File: src/rtl/min_scan_pkg.sv
// Shared types and constants for the smallest-of-N scan controller.
package min_scan_pkg;

    typedef enum logic [1:0] {
        IDLE = 2'd0,
        SCAN = 2'd1,
        DONE = 2'd2
    } scan_state_e;

    localparam logic [7:0] ASCII_ZERO = 8'h30;

endpackage

File: src/rtl/pb_debounce.sv
// One push button: 2-flop synchronizer, saturating debounce counter and a
// single-cycle press pulse that does not repeat while the button is held.
module pb_debounce #(
    parameter int DB_CYCLES = 4
) (
    input  logic clk,
    input  logic rst,
    input  logic pb_i,
    output logic press_o
);

    localparam int CW = $clog2(DB_CYCLES + 1);

    logic          sync1_q;
    logic          sync2_q;
    logic [CW-1:0] cnt_q;
    logic [CW-1:0] cnt_d;

    always_ff @(posedge clk or posedge rst) begin
        if (rst) begin
            sync1_q <= 1'b0;
            sync2_q <= 1'b0;
            cnt_q   <= '0;
        end else begin
            sync1_q <= pb_i;
            sync2_q <= sync1_q;
            cnt_q   <= cnt_d;
        end
    end

    always_comb begin
        cnt_d = cnt_q;
        if (!sync2_q) begin
            cnt_d = '0;
        end else if (cnt_q != CW'(DB_CYCLES)) begin
            cnt_d = cnt_q + CW'(1);
        end
    end

    // Fires on the cycle the counter steps onto DB_CYCLES; saturation blocks repeats.
    assign press_o = sync2_q && (cnt_q == CW'(DB_CYCLES - 1));

endmodule

File: src/rtl/min_scan_controller.sv
// Loads debounced button presses into slot registers, then walks the slots
// through one shared less-than comparator to publish the minimum for the LCD.
module min_scan_controller
    import min_scan_pkg::*;
#(
    parameter int N_SLOTS   = 4,
    parameter int WIDTH     = 4,
    parameter int DB_CYCLES = 4
) (
    input  logic                       clk,
    input  logic                       rst,
    input  logic [N_SLOTS-1:0]         pb,
    input  logic [WIDTH-1:0]           holder,
    output logic [N_SLOTS*WIDTH-1:0]   slots,
    output logic [WIDTH-1:0]           min_val,
    output logic [$clog2(N_SLOTS)-1:0] min_idx,
    output logic [7:0]                 min_char,
    output logic                       busy,
    output logic                       done,
    output logic                       valid
);

    localparam int IW = $clog2(N_SLOTS);

    logic [N_SLOTS-1:0] press;
    logic [WIDTH-1:0]   slot_q [N_SLOTS];

    scan_state_e        state_q, state_d;
    logic [IW-1:0]      idx_q, idx_d;
    logic [WIDTH-1:0]   best_q, best_d;
    logic [IW-1:0]      best_idx_q, best_idx_d;
    logic [WIDTH-1:0]   min_val_q, min_val_d;
    logic [IW-1:0]      min_idx_q, min_idx_d;
    logic               valid_q, valid_d;
    logic               pending_q, pending_d;

    logic [WIDTH-1:0]   cand;
    logic               cand_lt;
    logic               take;
    logic [WIDTH-1:0]   next_best;
    logic [IW-1:0]      next_best_idx;

    for (genvar g = 0; g < N_SLOTS; g++) begin : g_db
        pb_debounce #(.DB_CYCLES(DB_CYCLES)) u_db (
            .clk     (clk),
            .rst     (rst),
            .pb_i    (pb[g]),
            .press_o (press[g])
        );
    end

    always_ff @(posedge clk or posedge rst) begin
        if (rst) begin
            for (int i = 0; i < N_SLOTS; i++) slot_q[i] <= '0;
        end else begin
            for (int i = 0; i < N_SLOTS; i++) begin
                if (press[i]) slot_q[i] <= holder;
            end
        end
    end

    always_comb begin
        slots = '0;
        for (int i = 0; i < N_SLOTS; i++) slots[i*WIDTH +: WIDTH] = slot_q[i];
    end

    // The single shared comparator; slot 0 seeds the running best unconditionally.
    assign cand          = slot_q[idx_q];
    assign cand_lt       = cand < best_q;
    assign take          = (idx_q == '0) || cand_lt;
    assign next_best     = take ? cand  : best_q;
    assign next_best_idx = take ? idx_q : best_idx_q;

    always_ff @(posedge clk or posedge rst) begin
        if (rst) begin
            state_q    <= IDLE;
            idx_q      <= '0;
            best_q     <= '0;
            best_idx_q <= '0;
            min_val_q  <= '0;
            min_idx_q  <= '0;
            valid_q    <= 1'b0;
            pending_q  <= 1'b0;
        end else begin
            state_q    <= state_d;
            idx_q      <= idx_d;
            best_q     <= best_d;
            best_idx_q <= best_idx_d;
            min_val_q  <= min_val_d;
            min_idx_q  <= min_idx_d;
            valid_q    <= valid_d;
            pending_q  <= pending_d;
        end
    end

    always_comb begin
        state_d    = state_q;
        idx_d      = idx_q;
        best_d     = best_q;
        best_idx_d = best_idx_q;
        min_val_d  = min_val_q;
        min_idx_d  = min_idx_q;
        valid_d    = valid_q;
        pending_d  = pending_q | (|press);
        case (state_q)
            IDLE: begin
                if (pending_q) begin
                    state_d   = SCAN;
                    idx_d     = '0;
                    pending_d = |press;
                end
            end
            SCAN: begin
                best_d     = next_best;
                best_idx_d = next_best_idx;
                if (idx_q == IW'(N_SLOTS - 1)) begin
                    // Result registers load on entry to DONE so they are stable during the pulse.
                    state_d   = DONE;
                    min_val_d = next_best;
                    min_idx_d = next_best_idx;
                    valid_d   = 1'b1;
                end else begin
                    idx_d = idx_q + IW'(1);
                end
            end
            DONE:    state_d = IDLE;
            default: state_d = IDLE;
        endcase
    end

    assign min_val  = min_val_q;
    assign min_idx  = min_idx_q;
    assign min_char = ASCII_ZERO + 8'(min_val_q);
    assign busy     = (state_q == SCAN);
    assign done     = (state_q == DONE);
    assign valid    = valid_q;

endmodule

File: config.mk
export PLATFORM = sky130hd
export DESIGN_NAME = min_scan_controller
export DESIGN_NICKNAME = d
export VERILOG_FILES = /design/src/rtl/min_scan_pkg.sv /design/src/rtl/pb_debounce.sv /design/src/rtl/min_scan_controller.sv
export SDC_FILE = /design/constraint.sdc
export NUM_CORES = 1
export LEC_CHECK = 0
export BUFFER_PORTS_ARGS = -buffer_cell sky130_fd_sc_hd__buf_2
export CORE_MARGIN = 2
export CORE_UTILIZATION = 60
export CTS_CLUSTER_SIZE = 30
export DETAILED_ROUTE_END_ITERATION = 16
export PLACE_DENSITY = 0.87
export SLEW_MARGIN = 15
export SYNTH_ARGS = -nofsm -noshare
export SYNTH_HDL_FRONTEND = slang
export SYNTH_HIERARCHICAL = 1
export SYNTH_SLANG_ARGS = --single-unit
File: constraint.sdc
create_clock -name clk -period 5 [get_ports clk]
set_input_delay 1.25 -clock clk [delete_from_list [all_inputs] [get_ports clk]]
set_output_delay 1.25 -clock clk [all_outputs]
set_load 0.02 [all_outputs]
==> results.md, run 1 <==
* Post_cts resized at 0
* Peak VDD IR at 0.2988 mV
* Run status: finished, final reports clean
* CTS tree: yes
* Tot GR Track Use at 20.85%
* Worst Path Required at 5.20 ns
* Largest net degree at the start of global routing at 35
* DR WL met3 at 177 microns
* Comb pwr share at 48.9%
* Total core area at 4294 sq um
* Post-CTS Hold Fix Bufs at 0
* NetSw at 854.0 uW
* Total grt overflow at 0
* Total number of H-tree levels at 2
* Post CTS Setup Buffer Count at 0
* Die Y at about 70 microns
* Worst Skew at 0.007349 ns
* Clock power frac at 14.0%
* Post-route ant nets at 0
* Hold Crit Class: flip-flop to flip-flop
* Sequential Power Share at 37.1%
* Max Root-Sink Buffers at 2
* Ys Warns at 6
* Critical path arrival at 3.18 ns
* Number of CTS-inserted buffers at 5
* Crit-path max FO at 11
* Least-Margin Pin Slew at 0.5993 ns
* Layout cells sized above 1 at 27.97%
* Layout Area Growth over Synthesis at 11.62%
* Crit Path Class: flip-flop to flip-flop
* DRC Markers at 0
* PortBufs at 38
* CP top delay family: multiplexers
* WHS at 0.3587 ns
* Cell variety after synth at 38
* Wl on met1 at 1.995 mm
* Internal at 1203 uW
* Seq cells post-synth at 54
* Crit path max-delay cell type: mux4_1
* Fin crit period at 2.974 ns
* Switching Share at 41.51%
* Vias per inst at 5.431
* Final setup fails at 0
* Clock sink total at 54
* Root Buffer: clkbuf_8
* DIE WIDTH at 70.16 microns
* Worst-path clk slew at 0.10 ns
* Critical path endpoint category: flip-flop
* RSZ-0062 raised after global routing: no
* Final Slew Violations at 0
* Syn Inst Count at 222
* Initial antenna violation count at 0
* Setup ws final at 2.026 ns
* Clock Latency Late Sink at 0.31 ns
* Die area at 4922 sq um
* Routed len/inst at approximately 15 microns
* Leak at between 0.001 and 0.0015 uW
* Slew Limit Headroom at 59.90%
* Max Used Layer: met4
* Max incr delay on CP at around 0.67 ns
* Setup_tns at 0 ns
* Antenna Cells at 0
* Num rows at 24
* Startpoint class of the critical path: flip-flop
* Vias in the first global route at approximately 1,700
* Hpwl dp at between 3 and 4 mm
* DR WL met2 at 2.375 mm
* Fmax at between 0.3 and 0.4 GHz
* Sequential area share after synthesis at 51.45%
* Post-route cell area at 2932 sq um
* Pwr dens at 701.8 nW/um^2
* Iter 0 DRT Violations at roughly 100
* Initial core utilization at 61.16%
* RePlAce Congestion at 0.8739
* Post-Syn Area at 2626 sq um
* Fillers at ~330
* Total routed wirelength at 4.615 mm
* DR vias at 1,700
* Global-route wire length before repair at approximately 7.9 mm
* Area after DPL at 2821 sq um
* Pre-CTS setup slack at 2.043 ns
* Fin crit share at 59.48%
* Num ports at 43
* Router iterations before antenna repair at 4
* Post-layout nets at 287
* Critical path buffer and inverter count at 0
* Final hold violations at 0
* Syn avg cell area at roughly 12 sq um
* Crit-path cells: mux4_1 -> ha_1 -> a211oi_1 -> nor2_1 -> nor3_4 -> mux2_2
* Maxcap violations at 0
-- final cells by class --
cell class / instances / area, sq um / area share, %
repair buffers: 39 / 197.7 / 6.744
clock buffers: 6 / 72.57 / 2.475
well taps: 52 / 65.06 / 2.219
flip-flops and latches: 54 / 1351 / 46.09
multi-input cells: 134 / 1110 / 37.86
clock inverters: 2 / 37.54 / 1.280
inverters: 26 / 97.59 / 3.329
-- flip-flops by register name, indices dropped and copies added, names as in the netlist, 4 cells and up --
| register | flops |
|---|---|
| g_db.u_db/sync2_q | 4 |
| g_db.u_db/sync1_q | 4 |
| slots | 16 |
| min_val | 4 |
| g_db.u_db/cnt_q | 12 |
| best_q | 4 |
-- path summary, 6_finish.rpt --
| path | from | endpoint | slack (ns) | depth (start not counted) |
|---|---|---|---|---|
| min reg2reg | g_db[1].u_db/sync1_q | g_db[1].u_db/sync2_q | 0.36 | 0 |
| max | idx_q[0] | best_idx_q[1] | 2.03 | 6 |
| max reg2reg | idx_q[0] | best_idx_q[1] | 2.03 | 6 |
| min | g_db[1].u_db/sync1_q | g_db[1].u_db/sync2_q | 0.36 | 0 |
| max in group asynchronous | rst | min_val[0] | 3.63 | 3 |
| min in group asynchronous | rst | g_db[1].u_db/cnt_q[1] | 0.87 | 2 |
-- cell families (layout without fill, tap and decap cells) --
logic type	Yosys count	after routing	synth area share [%]
AO/OA/AOI/OAI	31	31	8.290
other	2	4	0.2860
buffers and inverters	36	73	6.574
flip-flops	54	54	51.45
AND/OR/NAND/NOR	49	49	9.576
multiplexers	33	33	15.72
adder cells (fa/ha/maj)	17	17	8.099
-- power groups by stage --
stage                     logic [uW]  registers [uW]  clock network [uW]
after global placement           962             762                   0
after detailed placement        1010             773                   0
after global routing            1100             791                 313
final                           1010             763                 289
after floorplan                  696             829                   0
after CTS                       1010             765                 297
-- metrics by stage --
step,cells,power (uW),util (%)
2_1_floorplan,224,1525,-
3_3_place_gp,305,1723,65.71
3_5_place_dp,305,1781,65.71
4_1_cts,313,2073,68.27
5_1_grt,313,2204,68.27
6_report,313,2057,68.27
-- synth_stat cells --
cell,count,area (sq um)
o21ai_0,5,25.02
mux2_2,23,259.0
nor2_1,6,22.52
and2_1,4,25.02
o21a_1,5,37.54
mux4_1,3,78.83
o221a_4,1,20.02
a31oi_1,3,18.77
a21boi_0,4,30.03
inv_1,25,93.84
and3_1,4,25.02
buf_6,1,11.26
o41ai_1,1,8.760
nor3_1,2,10.01
mux2i_1,6,60.06
nor2b_1,1,6.260
or2_2,1,6.260
o211ai_1,1,7.510
o221ai_1,1,8.760
clkbuf_1,1,3.750
ha_1,17,212.7
and4b_1,1,10.01
buf_4,8,60.06
a211o_1,1,8.760
nor3_4,1,16.27
conb_1,2,7.510
mux2_4,1,15.01
nor4_1,2,12.51
o31ai_1,1,7.510
nand2_1,19,71.32
o21bai_1,1,7.510
a21oi_1,6,30.03
nand3_1,4,20.02
clkinv_1,1,3.750
a211oi_1,1,7.510
dfrtp_1,54,1351
nand2b_1,3,18.77
or4_1,1,7.510
-- metal layers --
layer	up-vias	global-route usage, %
li1	826	-
met1	831	24.66
met2	38	36.61
met3	5	5.051
met4	0	8.120
met5	-	0
-- layout by cell type, fill, tap and decap left out, drive strengths merged, types with 4 or more instances in the layout --
| master | netlist | final |
|---|---|---|
| o21ai | 5 | 5 |
| nand3 | 4 | 4 |
| clkbuf | 1 | 6 |
| o21a | 5 | 5 |
| mux2 | 24 | 24 |
| a21boi | 4 | 4 |
| inv | 25 | 25 |
| ha | 17 | 17 |
| a21oi | 6 | 6 |
| dfrtp | 54 | 54 |
| nor2 | 6 | 6 |
| conb | 2 | 4 |
| and2 | 4 | 4 |
| and3 | 4 | 4 |
| nand2 | 19 | 19 |
| mux2i | 6 | 6 |
| buf | 9 | 39 |
(Power assumes the default switching activity.)
==> run 2: changes to the inputs <==
Settings changed: ABC_AREA from default to 1, CORE_UTILIZATION 60 to 56, PLACE_DENSITY 0.87 to 0.82.
Clock period 5 ns to 2.85 ns, I/O delays scaled along.
==> run 2 against run 1 <==
  * Final cell count up 18%
  * Global-route usage down 0.18 points
  * Fmax up 38%
  * Final area up 0.98%
  * Critical path type unchanged
  * Largest power group unchanged
==> results.md, run 2 <==
* Post-route cell area at 2960 sq um (was 2932 sq um)
* Post_cts resized at 0 (unchanged)
* Final hold violations at 0 (unchanged)
* Post-synth EDFFs at 0 (unchanged)
* Largest register FFs at 16 (unchanged)
* Fin crit share at 75.85% (was 59.48%)
* DR vias at 1,983 (was 1,700)
* CTS tree: yes (unchanged)
* RR Startpoint: idx_q[0] (unchanged)
* Crit-path cells: inv_2 -> nand2_1 -> a32o_1 -> inv_1 -> ha_1 -> a21oi_1 -> nand2_4 -> nand2_4 -> nand2_2 -> nand3_1 -> nand2_1 (was mux4_1 -> ha_1 -> a211oi_1 -> nor2_1 -> nor3_4 -> mux2_2)
* Worst R2R End: min_val[3] (was best_idx_q[1])
* Total number of H-tree levels at 2 (unchanged)
* Synth area leaders: dfrtp_1 51%, ha_1 8.0%, nand2_1 7.9%, inv_1 5.7%, mux2_2 5.5% (was dfrtp_1 51%, mux2_2 9.9%, ha_1 8.1%, inv_1 3.6%, mux4_1 3.0%)
* Ys Warns at 6 (unchanged)
* Num ports at 43 (unchanged)
* Async SR Flop Fraction at 100.0% (unchanged)
* Most common cell after layout, fill and taps aside: nand2_1 (was dfrtp_1)
* Initial antenna violation count at 0 (unchanged)
* Cell Count, Final, Fillers Out at 368 (was 313)
* Pwr dens at 1255 nW/um^2 (was 701.8 nW/um^2)
* Peak VDD IR at 0.5969 mV (was 0.2988 mV)
* Maxcap violations at 0 (unchanged)
* Syn avg cell area at 9.646 sq um (was 11.83 sq um)
* Global-route wire length before repair at 8.487 mm (was 7.928 mm)
* Vias per inst at 5.389 (was 5.431)
* Cell variety after synth at 26 (was 38)
* Post CTS Setup Buffer Count at 0 (unchanged)
* Iter 0 DRT Violations at 177 (was 102)
* CP top delay family: flip-flops (was multiplexers)
* Router iterations before antenna repair at 4 (unchanged)
* Hpwl dp at 3.815 mm (was 3.564 mm)
* Post-Syn Area at 2653 sq um (was 2626 sq um)
* Worst Path Required at 3.05 ns (was 5.20 ns)
* Root Buffer: clkbuf_8 (unchanged)
* Fmax at 0.4626 GHz (was 0.3362 GHz)
* Routed len/inst at 13.43 microns (was 14.74 microns)
* Layout cells sized above 1 at 26.43% (was 27.97%)
* Crit path max-delay cell type: dfrtp_1 (was mux4_1)
* Critical path arrival at 2.36 ns (was 3.18 ns)
* Most instantiated cells after synthesis: 56 x nand2_1, 54 x dfrtp_1, 40 x inv_1, 26 x nand3_1, 17 x ha_1 (was 54 x dfrtp_1, 25 x inv_1, 23 x mux2_2, 19 x nand2_1, 17 x ha_1)
* Post-CTS Hold Fix Bufs at 0 (unchanged)
* DIE WIDTH at 72.83 microns (was 70.16 microns)
* DRC Markers at 0 (unchanged)
* Crit Path Class: flip-flop to flip-flop (unchanged)
* Die Y at 72.83 microns (was 70.16 microns)
* Post-route ant nets at 0 (unchanged)
* Hold Crit Class: input port to async pin (was flip-flop to flip-flop)
* Critical path endpoint category: flip-flop (unchanged)
* Seq cells post-synth at 54 (unchanged)
* RePlAce Congestion at 0.7886 (was 0.8739)
* Worst-path clk slew at 0.09 ns (was 0.10 ns)
* Layout Area Growth over Synthesis at 11.60% (was 11.62%)
* Worst reg2reg path depth at 11 (was 6)
* Top-count cell post-synth: nand2_1 (was dfrtp_1)
* Sequential area share after synthesis at 50.94% (was 51.45%)
* Final Slew Violations at 0 (unchanged)
* Syn Inst Count at 275 (was 222)
* Largest area contributor in the netlist: dfrtp_1 (unchanged)
* Final setup fails at 0 (unchanged)
* Area after DPL at 2850 sq um (was 2821 sq um)
* Crit-path max FO at 13 (was 11)
* Clock Latency Late Sink at 0.30 ns (was 0.31 ns)
* Post-layout nets at 340 (was 287)
* Total core area at 4629 sq um (was 4294 sq um)
* Critical path buffer and inverter count at 2 (was 0)
* WHS at 0.3468 ns (was 0.3587 ns)
* Setup_tns at 0 ns (unchanged)
* Max Root-Sink Buffers at 2 (unchanged)
* Initial core utilization at 57.30% (was 61.16%)
* Leak at 0.001616 uW (was 0.001474 uW)
* Num rows at 25 (was 24)
* Total grt overflow at 0 (unchanged)
* Tot GR Track Use at 20.67% (was 20.85%)
* Prevailing post-synth register cell: dfrtp_1 (unchanged)
* Most frequent cells in the layout: 56 x nand2_1, 54 x dfrtp_1, 40 x inv_1 (was 54 x dfrtp_1, 38 x buf_2, 25 x inv_1)
* Clock sink total at 54 (unchanged)
* Max incr delay on CP at 0.60 ns (was 0.67 ns)
* R2R Setup Slk at 0.69 ns (was 2.03 ns)
* Top cell type's share of synthesized area at 50.94% (was 51.45%)
* Run status: finished, final reports clean (unchanged)
* RSZ-0062 raised after global routing: no (unchanged)
* Power, Total at 3714 uW (was 2057 uW)
* Worst Skew at 0.009310 ns (was 0.007349 ns)
* Antenna Cells at 0 (unchanged)
* Placed insts at 360 (was 305)
* Vias in the first global route at 2,007 (was 1,749)
* PortBufs at 38 (unchanged)
* Total routed wirelength at 4.944 mm (was 4.615 mm)
* Number of CTS-inserted buffers at 5 (unchanged)
* Largest net degree at the start of global routing at 35 (unchanged)
* Startpoint class of the critical path: flip-flop (unchanged)
* Die area at 5303 sq um (was 4922 sq um)
* Fin crit period at 2.162 ns (was 2.974 ns)
[run 2: kinds of logic after synthesis]
group	share of synthesized area (%)
adder cells (fa/ha/maj)	8.019
multiplexers	5.519
other	0.2831
AND/OR/NAND/NOR	20.99
AO/OA/AOI/OAI	4.387
flip-flops	50.94
buffers and inverters	9.858
[run 2: where the power goes]
group	leakage (uW)	switching, uW	internal (uW)
clock network	0.0000514	232	262
logic	0.000894	1190	695
registers	0.000670	263	1070
[run 2: cell type report]
type                       count  area [sq um]
fill                         386          1669
clock buffer                   6         72.57
multi-input combinational    167          1047
clock inverter                 2         37.54
inverter                      46         186.4
timing repair buffer          39         197.7
sequential                    54          1351
tap                           54         67.56
[run 2: routing by layer]
layer / vias to the layer above / wire length (microns) / GRT usage (%)
met3: 8 / 299 / 5.110
met2: 54 / 2542 / 36.77
met1: 978 / 2041 / 24.98
met4: 0 / 61 / 5.556
li1: 943 / - / -
met5: - / 0 / 0
[run 2: worst max path at each step]
stage	startpoint	endpoint	slack, ns	cells after the start
detailed placement	idx_q[0]	min_val[3]	0.72	11
CTS	idx_q[0]	min_val[3]	0.69	11
global route	idx_q[0]	best_q[0]	0.48	11
floorplan	idx_q[0]	best_q[0]	0.98	12
finish	idx_q[0]	min_val[3]	0.69	11
global placement	idx_q[0]	min_val[3]	0.81	11
[run 2: per-stage QoR]
step,util (%),setup slack [ns]
2_1_floorplan,-,0.9785
3_3_place_gp,61.57,0.8081
3_5_place_dp,61.57,0.7186
4_1_cts,63.95,0.6933
5_1_grt,63.95,0.4816
6_report,63.95,0.6883
[run 2: worst register-to-register path, cell delays in order (launching register included)]
cell	delay, ns
dfrtp_1	0.60
inv_2	0.16
nand2_1	0.10
a32o_1	0.17
inv_1	0.05
ha_1	0.29
a21oi_1	0.23
nand2_4	0.12
nand2_4	0.13
nand2_2	0.07
nand3_1	0.08
nand2_1	0.05
